--- src/rtl/trap_ctrl_pkg.sv ---
// Shared definitions for the trap sequencer: FSM states, request kinds,
// trap codes, mcause values and machine CSR addresses.
package trap_ctrl_pkg;

  // Sequencer states
  typedef enum logic [1:0] {
    ST_IDLE     = 2'd0,
    ST_DRAIN    = 2'd1,
    ST_COMMIT   = 2'd2,
    ST_REDIRECT = 2'd3
  } state_t;

  // What was accepted in IDLE; decides strobe and redirect target
  typedef enum logic [1:0] {
    KIND_NONE = 2'd0,
    KIND_TRAP = 2'd1,
    KIND_IRQ  = 2'd2,
    KIND_MRET = 2'd3
  } kind_t;

  // trap_req encoding (2'b11 is reserved and behaves like unimp)
  localparam logic [1:0] TRAP_NONE  = 2'b00;
  localparam logic [1:0] TRAP_ECALL = 2'b01;
  localparam logic [1:0] TRAP_UNIMP = 2'b10;

  // mcause values
  localparam logic [31:0] CAUSE_ECALL    = 32'd11;
  localparam logic [31:0] CAUSE_UNIMP    = 32'd2;
  localparam logic [31:0] CAUSE_MEXT_IRQ = 32'h8000_000B;

  // Machine CSR addresses this block interacts with
  localparam logic [11:0] CSR_MSTATUS = 12'h300;
  localparam logic [11:0] CSR_MTVEC   = 12'h305;
  localparam logic [11:0] CSR_MEPC    = 12'h341;
  localparam logic [11:0] CSR_MCAUSE  = 12'h342;

  localparam int MSTATUS_MIE_BIT = 3;

endpackage

--- src/rtl/trap_ctrl_prio_enc.sv ---
// Combinational priority encoder: synchronous traps beat mret, which beats
// an enabled external interrupt. Produces the accept flag, kind and cause.
module trap_prio_enc
  import trap_ctrl_pkg::*;
#(
  parameter int XLEN = 32
) (
  input  logic [1:0]      trap_req,
  input  logic            mret_req,
  input  logic            ext_irq,
  input  logic            irq_en,
  output logic            accept,
  output kind_t           kind,
  output logic [XLEN-1:0] cause
);

  // Pick the highest-priority pending request and its mcause value
  always_comb begin
    accept = 1'b0;
    kind   = KIND_NONE;
    cause  = '0;
    if (trap_req != TRAP_NONE) begin
      accept = 1'b1;
      kind   = KIND_TRAP;
      cause  = (trap_req == TRAP_ECALL) ? XLEN'(CAUSE_ECALL) : XLEN'(CAUSE_UNIMP);
    end else if (mret_req) begin
      accept = 1'b1;
      kind   = KIND_MRET;
    end else if (ext_irq && irq_en) begin
      accept = 1'b1;
      kind   = KIND_IRQ;
      cause  = XLEN'(CAUSE_MEXT_IRQ);
    end
  end

endmodule

--- src/rtl/trap_ctrl.sv ---
// Trap sequencer: accepts a trap/mret/interrupt in IDLE, drains and flushes
// the pipeline, strobes the CSR trap write once, then redirects fetch.
//
// Handshake: redirect_valid is held with a stable target until the cycle
// redirect_ready is sampled high; that cycle completes the transfer and the
// block returns to IDLE. While DRAIN is active redirect_ready is ignored.
module trap_ctrl
  import trap_ctrl_pkg::*;
#(
  parameter int XLEN      = 32,
  parameter int DRAIN_MAX = 15,
  parameter int CNT_W     = 4
) (
  input  logic            clk,
  input  logic            rst,
  input  logic [1:0]      trap_req,
  input  logic            mret_req,
  input  logic            ext_irq,
  input  logic [XLEN-1:0] trap_pc,
  input  logic [XLEN-1:0] csr_mstatus,
  input  logic [XLEN-1:0] csr_mtvec,
  input  logic [XLEN-1:0] csr_mepc,
  input  logic            pipe_idle,
  input  logic            redirect_ready,
  output logic            req_ack,
  output logic            stall,
  output logic            flush,
  output logic            csr_trap_we,
  output logic [XLEN-1:0] csr_epc,
  output logic [XLEN-1:0] csr_cause,
  output logic            redirect_valid,
  output logic [XLEN-1:0] redirect_pc,
  output logic            drain_timeout,
  output state_t          dbg_state
);

  state_t            state, state_next;
  kind_t             kind_q;
  logic [XLEN-1:0]   pc_q, cause_q;
  logic [CNT_W-1:0]  cnt_q, cnt_next;
  logic              set_timeout;

  logic              enc_accept;
  kind_t             enc_kind;
  logic [XLEN-1:0]   enc_cause;
  logic              accept_now;

  // Only MIE matters in mstatus; mtvec mode bits are ignored (direct mode)
  logic              unused_csr_bits;
  assign unused_csr_bits = ^{csr_mstatus[XLEN-1:MSTATUS_MIE_BIT+1],
                             csr_mstatus[MSTATUS_MIE_BIT-1:0], csr_mtvec[1:0]};

  trap_prio_enc #(.XLEN(XLEN)) u_prio (
    .trap_req (trap_req),
    .mret_req (mret_req),
    .ext_irq  (ext_irq),
    .irq_en   (csr_mstatus[MSTATUS_MIE_BIT]),
    .accept   (enc_accept),
    .kind     (enc_kind),
    .cause    (enc_cause)
  );

  assign accept_now = (state == ST_IDLE) && enc_accept;
  assign dbg_state  = state;

  // State register plus the request snapshot taken at acceptance
  always_ff @(posedge clk) begin
    if (rst) begin
      state         <= ST_IDLE;
      kind_q        <= KIND_NONE;
      pc_q          <= '0;
      cause_q       <= '0;
      cnt_q         <= '0;
      req_ack       <= 1'b0;
      drain_timeout <= 1'b0;
    end else begin
      state   <= state_next;
      cnt_q   <= cnt_next;
      req_ack <= accept_now;
      if (accept_now) begin
        kind_q  <= enc_kind;
        pc_q    <= trap_pc;
        cause_q <= enc_cause;
      end
      if (set_timeout) begin
        drain_timeout <= 1'b1;
      end
    end
  end

  // Next-state, drain counting and per-state control outputs
  always_comb begin
    state_next     = state;
    cnt_next       = cnt_q;
    set_timeout    = 1'b0;
    stall          = 1'b0;
    flush          = 1'b0;
    csr_trap_we    = 1'b0;
    redirect_valid = 1'b0;
    case (state)
      ST_IDLE: begin
        if (enc_accept) begin
          state_next = ST_DRAIN;
          cnt_next   = '0;
        end
      end
      ST_DRAIN: begin
        stall = 1'b1;
        flush = 1'b1;
        if (pipe_idle) begin
          state_next = ST_COMMIT;
        end else begin
          cnt_next = cnt_q + CNT_W'(1);
          // Give up waiting once the drain budget is exhausted
          if (cnt_next == CNT_W'(DRAIN_MAX)) begin
            set_timeout = 1'b1;
            state_next  = ST_COMMIT;
          end
        end
      end
      ST_COMMIT: begin
        stall       = 1'b1;
        csr_trap_we = (kind_q != KIND_MRET);
        state_next  = ST_REDIRECT;
      end
      ST_REDIRECT: begin
        stall          = 1'b1;
        redirect_valid = 1'b1;
        if (redirect_ready) begin
          state_next = ST_IDLE;
        end
      end
      default: state_next = ST_IDLE;
    endcase
  end

  // CSR write data is only driven alongside the strobe
  assign csr_epc   = csr_trap_we ? pc_q    : '0;
  assign csr_cause = csr_trap_we ? cause_q : '0;

  // Target follows the live CSR inputs so a COMMIT-cycle update is honoured
  assign redirect_pc = !redirect_valid      ? '0 :
                       (kind_q == KIND_MRET) ? csr_mepc :
                                               {csr_mtvec[XLEN-1:2], 2'b00};

endmodule
--- config.mk ---
export PLATFORM = sky130hd
export DESIGN_NAME = trap_ctrl
export DESIGN_NICKNAME = d
export VERILOG_FILES = /design/src/rtl/trap_ctrl_pkg.sv /design/src/rtl/trap_ctrl_prio_enc.sv /design/src/rtl/trap_ctrl.sv
export SDC_FILE = /design/constraint.sdc
export NUM_CORES = 1
export LEC_CHECK = 0
export ABC_AREA = 1
export BUFFER_PORTS_ARGS = -buffer_cell sky130_fd_sc_hd__buf_2
export CAP_MARGIN = 20
export CORE_MARGIN = 2
export CORE_UTILIZATION = 48
export DETAILED_ROUTE_END_ITERATION = 16
export GPL_ROUTABILITY_DRIVEN = 0
export PLACE_DENSITY = 0.95
export SYNTH_ARGS = -nofsm -noshare
export SYNTH_HDL_FRONTEND = slang
export SYNTH_HIERARCHICAL = 1
export SYNTH_SLANG_ARGS = --single-unit
--- constraint.sdc ---
create_clock -name clk -period 2.4 [get_ports clk]
set_input_delay 0.36 -clock clk [delete_from_list [all_inputs] [get_ports clk]]
set_output_delay 0.36 -clock clk [all_outputs]
set_load 0.01 [all_outputs]
Yosys cells after proc, flatten, opt, wreduce, memory -nomap -nowiden. Cells that the tools add are included.

Bits in registers: 74. Input port bits: 136. Word-level logic and storage cells: 56.

Add/subtract/negate cells: 1. Equal/unequal tests: 11. Multiplexer cells: 29. Reductions and logical operators: 8.

Operators by type and width (number): $mux W32 (7); $mux W2 (7); $mux W4 (3); $mux W1 (10); $ne A2 B2 Y1 const B (4); $pmux W2 S4 (1); $pmux W4 S2 (1); $eq A2 B2 Y1 const B (3); $reduce_and A3 Y1 (2); $add A4 B1 Y4 const B (1); $eq A2 B1 Y1 const B (2); $eq A4 B4 Y1 const B (1); $reduce_bool A2 Y1 (2); $ne A3 B3 Y1 const B (1); $reduce_or A3 Y1 (1); $logic_and A1 B1 Y1 (2); $logic_not A2 Y1 (1).

Longest topological paths before layout.
Word-level depth: 6. Mapped depth: 10. Gate-level depth less buffers: 10.

Hierarchy. The synthesis kept the hierarchy.

By module, submodules not included: trap_ctrl (times used 1, cells an instance 533, area an instance 3633.5 µm², sequential area each 1481.4 µm²); trap_prio_enc (times used 1, cells an instance 45, area an instance 292.8 µm², sequential area each 0.0 µm²).

Worst setup path after synthesis. Ideal clock, no wire load.

Kind: register -> output. From: register state[0] (netlist: dbg_state[0]). To: output port csr_trap_we. Arrival time: 1.228 ns. Data required time: 2.040 ns. Path slack: 0.812 ns. Cell stages (with the launch flop): 7. Buffers on the path: 2. Cells stage by stage: dfxtp_1 inv_1 ha_1 nand2_1 buf_2 buf_2 inv_1.

Longest elaborated chain between the ends: 2.

Ends and longest elaborated chain: start, declared (RTL line trap_ctrl.sv:37) `state_t state, state_next;`; start signal, assigned (RTL line trap_ctrl.sv:77) `state <= state_next;`; $eq A2 B2 Y1 (RTL line trap_ctrl.sv:100) `case (state)`; $mux W1 (RTL line trap_ctrl.sv:100); end, declared (RTL line trap_ctrl.sv:28) `output logic csr_trap_we,`.

No other way between the ends.

Worst setup path in the final report.
From: register state[0] (netlist: dbg_state[0]). To: output port csr_cause[15].

Longest elaborated chain between the ends: 3.

Ends and longest elaborated chain: $eq A2 B2 Y1 (RTL line trap_ctrl.sv:100); $mux W1 (RTL line trap_ctrl.sv:100); $mux W32 (RTL line trap_ctrl.sv:139) `assign csr_cause = csr_trap_we ? cause_q : '0;`; end, declared (RTL line trap_ctrl.sv:30) `output logic [XLEN-1:0] csr_cause,`.

No other way between the ends.

==> impl_metrics.py <==
metrics = {
    "timing": {
        "finalCritPeriodShare_pct": 88.7,
        "hold_violations": 0,
        "slew_violations": 0,
        "setup-violations-final": 0,
        "finalSetupTns_ns": 0,
        "post-route-min-period_ns": 2.13,
        "fin_skew_ns": 0.0106,
        "timing.fmax_mhz": 470,
        "rsz0062_at_grt": "false",
    },
    "grt": {
        "grt_first_pass_wirelength_um": 15500,
        "overflow": 0,
        "antenna_found_initial": 1,
        "grt_max_degree": 85,
        "grt_pass1_vias": 3401,
        "grt_use_total_pct": 22.2,
    },
    "routing": {
        "drt_iter0_drc": 98,
        "drc": 0,
        "vias": 4027,
        "wl_per_cell_um": 11.8,
        "routed_via_density": 4.62,
        "ant_nets": 0,
        "routed_wl_um": 10300,
        "first_pass_iters": 5,
    },
    "setup_path": {
        "cp.arrival_ns": 1.77,
        "cp_max_fo": 38,
        "criticalPathCategory": "reg2out",
        "crit_path_end_kind": "primary output",
        "startpoint_type": "flip-flop",
        "critPathRequiredTime_ns": 2.04,
    },
    "finish": {
        "syn2layout_area_growth_pct": 28.1,
        "most-common-layout-cells": "buf_2 (206), nor2_1 (136), inv_1 (84), dfxtp_1 (74), o21ai_0 (71)",
        "layout.nets": 907,
        "drive_gt1_share_pct": 31.6,
        "fin_util_pct": 64.4,
        "final_common_cell": "buf_2",
    },
    "min_path": {
        "hp-class": "in2reg",
    },
    "clock_tree": {
        "cts_tree": "built",
        "cts_resized": 0,
        "cts_buffers": 9,
        "cts.sinks": 74,
        "htree_levels": 3,
        "cts_root_buffer": "clkbuf_8",
        "clk_path_buf_depth": 2,
        "clk_pin_slew_ns": 0.07,
        "post-cts-setup-buffers": 0,
        "hold_buffers": 0,
        "clkLatencyLatePin_ns": 0.34,
    },
    "logic_synthesis": {
        "ys_ff_latch": 74,
        "synth_area_leaders": "dfxtp_1 (38%), nor2_1 (13%), o21ai_0 (9.1%), a21oi_1 (8.9%), inv_1 (8.0%)",
        "ys_types": 22,
        "synth_compound_area_share_pct": 22.4,
        "yosysWarnings": 6,
        "synth_mux_area_share_pct": 0,
        "synth_edf_count": 0,
        "synth_top_family_by_area": "compound AO/OA/AOI/OAI gates",
        "synthFlopType": "dfxtp_1",
        "netlist.top_cell.by_area": "dfxtp_1",
        "synth_fa_ha_area_share_pct": 2.23,
        "syn_avg_cell_area_um2": 6.79,
        "synth_top_area_share_pct": 37.7,
        "syn_area_um2": 3930,
        "synthCells": 578,
        "synth-simple-area-share_pct": 17.8,
        "yosysSeqAreaShare_pct": 37.7,
        "synth_xor_area_share_pct": 0,
        "async_reset_ff_share_pct": 0,
    },
    "die": {
        "start_util_pct": 50.3,
        "core_area_um2": 7810,
        "io_pins": 240,
        "die_w_um": 94.4,
        "core.rowCount": 32,
        "die-area_um2": 8920,
        "fp.dieH_um": 94.4,
    },
    "run_status": {
        "outcome": "completed",
    },
    "place": {
        "port_buffers": 206,
        "post-dp-hpwl_um": 7690,
    },
    "flow_run": {
        "drv_cap": 0,
    },
    "power": {
        "power_density_nw_per_um2": 973,
        "vdd_ir_drop_max_v": 0.000518,
        "p_leak_uw": 0.00263,
    },
}
cell type report:
class | count | area (um2)
antenna | 1 | 2.50
clock buffer | 10 | 128
clock inverter | 6 | 65.1
fill | 704 | 2780
inverter | 86 | 323
multi-input combinational | 379 | 1780
sequential | 74 | 1480
tap | 102 | 128
timing repair buffer | 214 | 1130
layer usage:
layer	wire length, um	track usage (%)	share of wire (%)	vias up
met5	0	0	0	-
met4	292	9.78	2.8	0
met3	869	6.15	8.4	23
met2	5280	40.9	51	144
met1	3890	23.6	38	1740
li1	-	-	-	2120
cell usage after synthesis (2+ instances only):
| cell | number |
|---|---|
| nor2_1 | 136 |
| inv_2 | 2 |
| buf_2 | 10 |
| o21ai_0 | 71 |
| nand2_1 | 21 |
| inv_1 | 84 |
| a21oi_1 | 70 |
| clkbuf_1 | 15 |
| nand3_1 | 6 |
| nand2_2 | 5 |
| buf_4 | 30 |
| o21ai_1 | 27 |
| dfxtp_1 | 74 |
| nor2_4 | 3 |
| buf_6 | 11 |
| ha_1 | 7 |
worst paths after layout:
path | from | end | slack, ns | cells after the start
max | dbg_state[0] | csr_cause[15] | 0.27 | 6
min | rst | drain_timeout | 0.26 | 2
max reg2reg | dbg_state[0] | pc_q[0] | 0.79 | 6
min reg2reg | drain_timeout | drain_timeout | 0.45 | 2
sequential cells by signal, summed over array words and instances, names as in the netlist:
| register | cells |
|---|---|
| cause_q | 32 |
| pc_q | 32 |
| cnt_q | 4 |
| dbg_state | 2 |
| kind_q | 2 |
| drain_timeout | 1 |
| req_ack | 1 |
worst max-delay path, stage by stage, from the launching register on:
cell and delay, ns:
dfxtp_1 0.41, inv_1 0.10, ha_1 0.24, nand2_2 0.08
buf_4 0.36, nor2_1 0.09, buf_2 0.15
where the power goes:
group          internal [uW]  switching [uW]  leakage, uW  total (uW)
combinational            726            1400      0.00192        2130
sequential              1680             134     0.000614        1820
clock                    482             469    0.0000966         951
cells by family (layout without fill, tap and decap cells):
logic type / count (synthesis) / in the layout
simple gates: 173 / 173
compound gates: 171 / 171
buf+inv: 152 / 316
flops: 74 / 74
fa+ha+maj: 7 / 7
other cells: 1 / 29
metrics by stage:
stage               power, uW  std cells  area [um2]  worst slack (ns)  hold WS [ns]
floorplan                3520        605        4030             0.812         0.429
global placement         3900        855        4840             0.647         0.437
detailed placement       3980        855        4840             0.619         0.442
CTS                      4940        871        5030             0.236         0.248
global route             5330        872        5030             0.113         0.248
finish                   4900        872        5030             0.270         0.260
(Power assumes the default switching activity.)
